--- src/rtl/uart_rx_frame_if.sv ---
`default_nettype none
// ============================================================================
//  Module   : uart_rx_frame_if
//  Brief    : Serial line and received-word handshake bundle for uart_rx_frame.
//  Revision : 1.0  initial release
// ============================================================================
interface uart_rx_frame_if #(
    parameter int D_WIDTH = 6
);
    logic               rx;
    logic               rx_ready;
    logic [D_WIDTH-1:0] rx_data;
    logic               rx_valid;
    logic               rx_busy;
    logic               frame_err;
    logic               rx_overrun;

    // master = the receiver producing words; slave = line driver plus consumer
    modport master (
        input  rx, rx_ready,
        output rx_data, rx_valid, rx_busy, frame_err, rx_overrun
    );
    modport slave (
        output rx, rx_ready,
        input  rx_data, rx_valid, rx_busy, frame_err, rx_overrun
    );
endinterface
`default_nettype wire

--- src/rtl/uart_rx_frame.sv ---
`default_nettype none
// ============================================================================
//  Module   : uart_rx_frame
//  Brief    : LSB-first UART receiver (start 0, D_WIDTH data, stop 1) with a
//             valid/ready word output and framing/overrun pulses.
//             Optional input synchroniser: define UART_RX_SYNC_EN.
//  Revision : 1.0  initial release
// ============================================================================
module uart_rx_frame #(
    parameter int D_WIDTH      = 6,
    parameter int CLKS_PER_BIT = 1
) (
    input wire              clk,
    input wire              rst,
    uart_rx_frame_if.master bus
);
    localparam int CNT_W   = $clog2(CLKS_PER_BIT*(D_WIDTH+2)) + 1;
    localparam int c_half  = (CLKS_PER_BIT-1)/2;
    localparam int c_bit_w = $clog2(D_WIDTH) + 1;

    typedef enum logic [2:0] {
        ST_IDLE  = 3'd0,
        ST_START = 3'd1,
        ST_DATA  = 3'd2,
        ST_STOP  = 3'd3,
        ST_BREAK = 3'd4
    } state_t;

    logic w_rx;

`ifdef UART_RX_SYNC_EN
    logic [1:0] r_sync;
    always_ff @(posedge clk) begin
        if (rst) r_sync <= 2'b11;
        else     r_sync <= {r_sync[0], bus.rx};
    end
    assign w_rx = r_sync[1];
`else
    assign w_rx = bus.rx;
`endif

    state_t             r_state,  w_state_nxt;
    logic [CNT_W-1:0]   r_cnt,    w_cnt_nxt;
    logic [CNT_W-1:0]   r_target, w_target_nxt;
    logic [c_bit_w-1:0] r_bit,    w_bit_nxt;
    logic [D_WIDTH-1:0] r_shift,  w_shift_nxt;
    logic [D_WIDTH-1:0] r_data,   w_data_nxt;
    logic               r_valid,  w_valid_nxt;
    logic               r_busy,   w_busy_nxt;
    logic               r_ferr,   w_ferr_nxt;
    logic               r_ovr,    w_ovr_nxt;
    logic               w_hit;

    // r_cnt holds (edges since t) - 1, so the edge being taken is r_cnt + 1
    assign w_hit = ((r_cnt + CNT_W'(1)) == r_target);

    always_ff @(posedge clk) begin
        if (rst) begin
            r_state  <= ST_IDLE;
            r_cnt    <= '0;
            r_target <= '0;
            r_bit    <= '0;
            r_shift  <= '0;
            r_data   <= '0;
            r_valid  <= 1'b0;
            r_busy   <= 1'b0;
            r_ferr   <= 1'b0;
            r_ovr    <= 1'b0;
        end else begin
            r_state  <= w_state_nxt;
            r_cnt    <= w_cnt_nxt;
            r_target <= w_target_nxt;
            r_bit    <= w_bit_nxt;
            r_shift  <= w_shift_nxt;
            r_data   <= w_data_nxt;
            r_valid  <= w_valid_nxt;
            r_busy   <= w_busy_nxt;
            r_ferr   <= w_ferr_nxt;
            r_ovr    <= w_ovr_nxt;
        end
    end

    always_comb begin
        w_state_nxt  = r_state;
        w_cnt_nxt    = r_cnt + CNT_W'(1);
        w_target_nxt = r_target;
        w_bit_nxt    = r_bit;
        w_shift_nxt  = r_shift;
        w_data_nxt   = r_data;
        w_valid_nxt  = r_valid & ~bus.rx_ready;
        w_busy_nxt   = r_busy;
        w_ferr_nxt   = 1'b0;
        w_ovr_nxt    = 1'b0;

        case (r_state)
            ST_IDLE: begin
                w_cnt_nxt = r_cnt;
                if (!w_rx) begin
                    w_cnt_nxt  = '0;
                    w_busy_nxt = 1'b1;
                    w_bit_nxt  = '0;
                    // With a zero half-bit offset the start check is this very edge
                    if (c_half == 0) begin
                        w_state_nxt  = ST_DATA;
                        w_target_nxt = CNT_W'(CLKS_PER_BIT + c_half);
                    end else begin
                        w_state_nxt  = ST_START;
                        w_target_nxt = CNT_W'(c_half);
                    end
                end
            end
            ST_START: begin
                if (w_hit) begin
                    if (w_rx) begin
                        w_state_nxt = ST_IDLE;
                        w_busy_nxt  = 1'b0;
                    end else begin
                        w_state_nxt  = ST_DATA;
                        w_target_nxt = r_target + CNT_W'(CLKS_PER_BIT);
                    end
                end
            end
            ST_DATA: begin
                if (w_hit) begin
                    w_shift_nxt  = {w_rx, r_shift[D_WIDTH-1:1]};
                    w_bit_nxt    = r_bit + c_bit_w'(1);
                    w_target_nxt = r_target + CNT_W'(CLKS_PER_BIT);
                    if (r_bit == c_bit_w'(D_WIDTH-1))
                        w_state_nxt = ST_STOP;
                end
            end
            ST_STOP: begin
                if (w_hit) begin
                    w_busy_nxt = 1'b0;
                    if (w_rx) begin
                        w_data_nxt  = r_shift;
                        w_valid_nxt = 1'b1;
                        w_ovr_nxt   = r_valid & ~bus.rx_ready;
                        w_state_nxt = ST_IDLE;
                    end else begin
                        w_ferr_nxt  = 1'b1;
                        w_state_nxt = ST_BREAK;
                    end
                end
            end
            ST_BREAK: begin
                w_cnt_nxt = r_cnt;
                if (w_rx)
                    w_state_nxt = ST_IDLE;
            end
            default: begin
                w_state_nxt = ST_IDLE;
                w_busy_nxt  = 1'b0;
            end
        endcase
    end

    assign bus.rx_data    = r_data;
    assign bus.rx_valid   = r_valid;
    assign bus.rx_busy    = r_busy;
    assign bus.frame_err  = r_ferr;
    assign bus.rx_overrun = r_ovr;

endmodule
`default_nettype wire
--- src/flat_wrapper.sv ---
// flat-port wrapper written by rule: the top's interface ports become plain ports
module uart_rx_frame_flat 
#(
    parameter int D_WIDTH      = 6,
    parameter int CLKS_PER_BIT = 1
)
  (clk, rst, bus_rx, bus_rx_ready, bus_rx_data, bus_rx_valid, bus_rx_busy, bus_frame_err, bus_rx_overrun);
  uart_rx_frame_if #(.D_WIDTH(D_WIDTH)) bus_i ();
  input wire clk;
  input wire rst;
  input wire logic [$bits(bus_i.rx)-1:0] bus_rx;
  input wire logic [$bits(bus_i.rx_ready)-1:0] bus_rx_ready;
  output wire logic [$bits(bus_i.rx_data)-1:0] bus_rx_data;
  output wire logic [$bits(bus_i.rx_valid)-1:0] bus_rx_valid;
  output wire logic [$bits(bus_i.rx_busy)-1:0] bus_rx_busy;
  output wire logic [$bits(bus_i.frame_err)-1:0] bus_frame_err;
  output wire logic [$bits(bus_i.rx_overrun)-1:0] bus_rx_overrun;
  assign bus_i.rx = bus_rx;
  assign bus_i.rx_ready = bus_rx_ready;
  assign bus_rx_data = bus_i.rx_data;
  assign bus_rx_valid = bus_i.rx_valid;
  assign bus_rx_busy = bus_i.rx_busy;
  assign bus_frame_err = bus_i.frame_err;
  assign bus_rx_overrun = bus_i.rx_overrun;
  uart_rx_frame #(.D_WIDTH(D_WIDTH), .CLKS_PER_BIT(CLKS_PER_BIT)) u_core (.clk(clk), .rst(rst), .bus(bus_i));
endmodule
--- config.mk ---
export PLATFORM = sky130hd
export DESIGN_NAME = uart_rx_frame_flat
export DESIGN_NICKNAME = d
export VERILOG_FILES = /design/src/rtl/uart_rx_frame_if.sv /design/src/rtl/uart_rx_frame.sv /design/src/flat_wrapper.sv
export SDC_FILE = /design/constraint.sdc
export NUM_CORES = 1
export LEC_CHECK = 0
export BUFFER_PORTS_ARGS = -buffer_cell sky130_fd_sc_hd__buf_2
export CORE_MARGIN = 3
export CORE_UTILIZATION = 58
export DETAILED_ROUTE_END_ITERATION = 8
export PLACE_DENSITY_LB_ADDON = 0.15
export SLEW_MARGIN = 20
export SYNTH_ARGS = -nofsm -noshare
export SYNTH_HDL_FRONTEND = slang
export SYNTH_SLANG_ARGS = --single-unit
--- constraint.sdc ---
create_clock -name clk -period 2.15 [get_ports clk]
set_input_delay 0.43 -clock clk [delete_from_list [all_inputs] [get_ports clk]]
set_output_delay 0.43 -clock clk [all_outputs]
set_load 0.05 [all_outputs]
=== Yosys cells after proc, flatten, opt, wreduce, memory -nomap -nowiden ===
Index checks and enable logic that the tools add are counted.

* Output and inout port bits: 10
* Word-level logic and storage cells: 74
* Bits of input ports: 4
* Register bits: 31

* Equality and inequality tests: 14
* Reduce and logical (&&, ||, !) cells: 13
* $add $sub $neg: 3
* Multiplexer cells: 27
* Bitwise operators: 7

{| class="wikitable"
|+ Operators with widths
! kind !! number
|-
| $mux W4 || 6
|-
| $mux W3 || 7
|-
| $pmux W4 S2 || 2
|-
| $pmux W3 S5 || 1
|-
| $add A4 B1 Y4 const B || 3
|-
| $pmux W4 S3 || 1
|-
| $reduce_and A5 Y1 || 2
|-
| $mux W1 || 8
|-
| $ne A2 B1 Y1 const B || 4
|-
| $ne A2 B2 Y1 const B || 4
|-
| $eq A3 B2 Y1 const B || 2
|-
| $not A1 Y1 || 6
|-
| $reduce_and A3 Y1 || 2
|-
| $reduce_and A6 Y1 || 1
|-
| $eq A4 B3 Y1 const B || 1
|-
| $eq A4 B4 Y1 || 1
|-
| $pmux W1 S4 || 1
|-
| $reduce_and A2 Y1 || 2
|-
| $reduce_or A4 Y1 || 1
|-
| $eq A3 B1 Y1 const B || 1
|-
| $eq A3 B3 Y1 const B || 1
|-
| $logic_not A3 Y1 || 1
|-
| $reduce_bool A3 Y1 || 1
|-
| $reduce_or A3 Y1 || 1
|-
| 4 further kinds || 4
|}

=== Longest topological paths before layout ===
* Depth after elaboration: 5
* Gate-level depth with buffers: 7
* Mapped depth without buffers: 7

=== Worst setup path before layout ===
Ideal clock, no wire load.

* Path kind: reg2reg
* Start point: register u_core.r_cnt[0]
* End point: register u_core.r_bit[3]
* Period minus slack after synthesis: 1.917 ns
* Path slack: 0.233 ns
* Data arrival time: 1.842 ns
* Cell stages (with the launch flop): 8
* Setup time: 0.074 ns
* Data required time: 2.076 ns
* Buffers on the path: 1
* Path through: dfxtp_1 > ha_1 > xor2_1 > nor2_1 > nand4b_1 > buf_6 > or3_1 > a31oi_1

* Longest elaborated chain between the ends: 4

{| class="wikitable"
|+ Ends and longest elaborated chain
! what !! line !! text
|-
| start, declared || uart_rx_frame.sv:43 || <nowiki>logic [CNT_W-1:0] r_cnt, w_cnt_nxt;</nowiki>
|-
| start signal, assigned || uart_rx_frame.sv:71 || <nowiki>r_cnt <= w_cnt_nxt;</nowiki>
|-
| $add A4 B1 Y4 || uart_rx_frame.sv:55 || <nowiki>assign w_hit = ((r_cnt + CNT_W'(1)) == r_target);</nowiki>
|-
| $eq A4 B4 Y1 || uart_rx_frame.sv:55 ||
|-
| $ne A2 B1 Y1 (no line) || -- ||
|-
| $reduce_and A3 Y1 (no line) || -- ||
|-
| end signal, assigned || uart_rx_frame.sv:73 || <nowiki>r_bit <= w_bit_nxt;</nowiki>
|-
| end, declared || uart_rx_frame.sv:45 || <nowiki>logic [c_bit_w-1:0] r_bit, w_bit_nxt;</nowiki>
|}

Every way passes these cells.
A chain may end at the register's enable or synchronous reset.

=== Worst setup path in the final report ===
* Start point: register u_core.r_cnt[0]
* End point: register u_core.r_target[1]

* Longest elaborated chain between the ends: 4
* Elaborated cells on any way between the ends: 5

{| class="wikitable"
|+ Ends and longest elaborated chain
! what !! line !! text
|-
| $add A4 B1 Y4 * || uart_rx_frame.sv:55 ||
|-
| $eq A4 B4 Y1 * || uart_rx_frame.sv:55 ||
|-
| $ne A2 B1 Y1 (no line) || -- ||
|-
| $reduce_and A5 Y1 (no line) * || -- ||
|-
| end signal, assigned || uart_rx_frame.sv:72 || <nowiki>r_target <= w_target_nxt;</nowiki>
|-
| end, declared || uart_rx_frame.sv:44 || <nowiki>logic [CNT_W-1:0] r_target, w_target_nxt;</nowiki>
|}

Every way passes the cells marked *; elsewhere a longest branch is shown, timed or not.

==> results.sh <==
export IMPL_status="finished clean"
export IMPL_yosysWarnings=0
export IMPL_slowest_stage="dfxtp_1"
export IMPL_crit_type="reg -> reg"
export IMPL_power_frac_comb_pct=18.6
export IMPL_synth_edf_count=0
export IMPL_hold_path_class="in -> reg"
export IMPL_syn_cell_area_um2=1550
export IMPL_rr_startpoint="u_core.r_cnt[0]"
export IMPL_routed_via_count=1334
export IMPL_antenna_cells=0
export IMPL_crit_fanout=5
export IMPL_arrival_ns=2.23
export IMPL_grt_pass1_vias=1235
export IMPL_layout_commonest_cell="dfxtp_1"
export IMPL_place_gp_congestion=0.813
export IMPL_cp_start_kind="flop"
export IMPL_hold_viol=0
export IMPL_instances_no_fill=224
export IMPL_area_growth_pct=12.7
export IMPL_cp_cell_sequence="ha_1 -> xor2_1 -> nor2_1 -> buf_4 -> nand4_1 -> a211o_1 -> a21oi_1"
export IMPL_p_switching_uw=383
export IMPL_syn_num_nets=183
export IMPL_drt_wl_total_mm=3.29
export IMPL_post_cts_setup_buffers=0
export IMPL_core_region_area_um2=2500
export IMPL_relSlewSlack_pct=62.6
export IMPL_via_per_inst=5.96
export IMPL_synth_flop_cell="dfxtp_1"
export IMPL_ctsHoldBuffers=0
export IMPL_maxSlewViolCount=0
export IMPL_post_dp_hpwl_mm=2.36
export IMPL_r2r_end="u_core.r_target[1]"
export IMPL_yosys_register_bits=31
export IMPL_worst_slack_ns=0.183
export IMPL_gr_usage_all_layers_pct=22.3
export IMPL_pwr_share_seq_pct=46.2
export IMPL_synthCells=175
export IMPL_synthArstFlopShare_pct=0
export IMPL_clkPwrFrac_pct=35.2
export IMPL_clk_insertion_delay_late_ns=0.33
export IMPL_start_util_pct=62.1
export IMPL_synth_cell_types=42
export IMPL_dp_cells=216
export IMPL_vdd_drop_max_mv=0.660
export IMPL_grt_overflow=0
export IMPL_drc=0
export IMPL_cap_violations=0
export IMPL_cpPeakStageDelay_ns=0.43
export IMPL_skew_ns=0.00917
export IMPL_clk_pin_slew_ns=0.09
export IMPL_power_leakage_nw=0.787
export IMPL_antenna_found_initial=0
export IMPL_finalSetupViolations=0
export IMPL_place_ws_ns=0.201
export IMPL_hold_end="u_core.bus.rx_overrun"
export IMPL_drt_pass1_iterations=4
export IMPL_wl_per_cell_um=14.7
export IMPL_drtIter0Drc=52
export IMPL_fp_dieArea_um2=3330
export IMPL_rsz0062_at_grt="no"
export IMPL_worstPathRequired_ns=2.41
export IMPL_io_buffers=13
export IMPL_die_x_um=57.7
export IMPL_power_density_nw_per_um2=773
export IMPL_cp_end_kind="flop"
export IMPL_p_int_uw=967
export IMPL_drive_above_1_share_pct=17.5
export IMPL_die_h_um=57.7
export IMPL_fin_tns_setup_ns=0
export IMPL_post_cts_resized=0
export IMPL_grt_first_pass_wirelength_mm=5.64
export IMPL_cts_tree="done"
export IMPL_holdPathStages=3
export IMPL_reg2reg_depth=7
export IMPL_period_share_pct=91.5
export IMPL_cts_max_level=2
export IMPL_grt_max_degree=34
export IMPL_fmax_mhz=508
export IMPL_layout_common_cells="31 x dfxtp_1, 29 x nor2_1, 13 x mux2i_1, 13 x buf_2, 11 x a21oi_1"
export IMPL_hold_start="bus_rx_ready"
export IMPL_yosysSeqAreaShare_pct=40.0
export IMPL_min_period_ns=1.97
export IMPL_numCtsBuffers=5
export IMPL_netSwitchingFraction_pct=28.4
export IMPL_worstMarginPinSlew_ns=0.561
export IMPL_clock_root_buffer="clkbuf_4"
export IMPL_rows=18
export IMPL_io_pins=14
export IMPL_cts_buffer_depth=2
export IMPL_layout_nets=201
export IMPL_synth_avg_cell_area_um2=8.87
export IMPL_ant_nets=0
export IMPL_r2r_slack_ns=0.18
export IMPL_cts_sinks=31
metrics by stage:
stage	total power, mW	instance area, um2	util [%]	hold slack [ns]
global route	1.41	1750	69.9	0.367
global placement	0.874	1660	66.5	0.462
detailed placement	0.884	1660	66.5	0.480
floorplan	0.815	1550	-	0.460
CTS	1.36	1750	69.9	0.377
finish	1.35	1750	69.9	0.385
flip-flops by register name, summed over array words and instances, names as in the netlist:
register / count
u_core.bus.frame_err: 1
u_core.bus.rx_busy: 1
u_core.bus.rx_data: 6
u_core.bus.rx_overrun: 1
u_core.bus.rx_valid: 1
u_core.r_bit: 4
u_core.r_cnt: 4
u_core.r_shift: 6
u_core.r_state: 3
u_core.r_target: 4
kinds of logic after synthesis:
logic type / Yosys count / synth area share, %
mux: 15 / 9.84
simple gates: 70 / 22.4
xor+xnor: 8 / 6.69
compound gates: 33 / 14.0
flops: 31 / 40.0
fa+ha+maj: 4 / 3.23
buf+inv: 14 / 3.87
how the worst max path moves through the flow:
stage / startpoint / to / slack [ns]
floorplan: u_core.r_cnt[0] / u_core.r_bit[3] / 0.23
global placement: u_core.r_cnt[0] / u_core.r_target[1] / 0.26
detailed placement: u_core.r_cnt[0] / u_core.r_target[1] / 0.20
CTS: u_core.r_cnt[0] / u_core.r_target[1] / 0.18
global route: u_core.r_cnt[0] / u_core.r_target[1] / 0.005
finish: u_core.r_cnt[0] / u_core.r_target[1] / 0.18
power by group through the flow:
stage                     combinational [mW]  clock (mW)  sequential, mW
after CTS                              0.249       0.486           0.623
after global routing                   0.276       0.512           0.628
after floorplan                        0.175           0           0.639
final                                  0.251       0.475           0.624
after global placement                 0.239           0           0.634
after detailed placement               0.247           0           0.637
area by class of cell:
cell class | count | area, um2
Inverter | 6 | 22.5
Multi-Input combinational cell | 130 | 871
Clock inverter | 2 | 35.0
Fill cell | 216 | 752
Sequential cell | 31 | 621
Tap cell | 30 | 37.5
Timing Repair Buffer | 19 | 110
Clock buffer | 6 | 51.3
critical path, delay by kind of cell, from the launching register on:
kind,cells,cell delay [ns]
compound gates,2,0.47
xor+xnor,1,0.17
fa+ha+maj,1,0.28
buf+inv,1,0.16
simple gates,2,0.38
flops,1,0.43
metal layers:
layer / track usage (%) / up-vias / routed length [um]
met5: 0 / - / 0
met4: 7.62 / 0 / 51
met3: 8.69 / 5 / 181
met2: 35.6 / 37 / 1620
met1: 27.5 / 637 / 1450
li1: - / 655 / -
cells in the mapped netlist, drive strengths merged (2+ instances only):
cell | n | share of area, %
dfxtp | 31 | 40
nor2 | 29 | 7.0
mux2i | 13 | 8.4
a21oi | 11 | 3.5
nand2 | 10 | 2.4
clkbuf | 7 | 1.7
nand3 | 7 | 2.6
inv | 6 | 1.5
nor3 | 5 | 1.6
o21ai | 5 | 1.6
xnor2 | 5 | 4.5
ha | 4 | 3.2
nand4 | 4 | 2.0
o211ai | 4 | 1.9
nand2b | 3 | 1.2
o41ai | 3 | 1.7
xor2 | 3 | 2.2
and3 | 2 | 0.81
mux2 | 2 | 1.5
o31a | 2 | 1.1
o31ai | 2 | 0.97
or3 | 2 | 0.81
No activity file was read; power rests on OpenSTA's default activity.
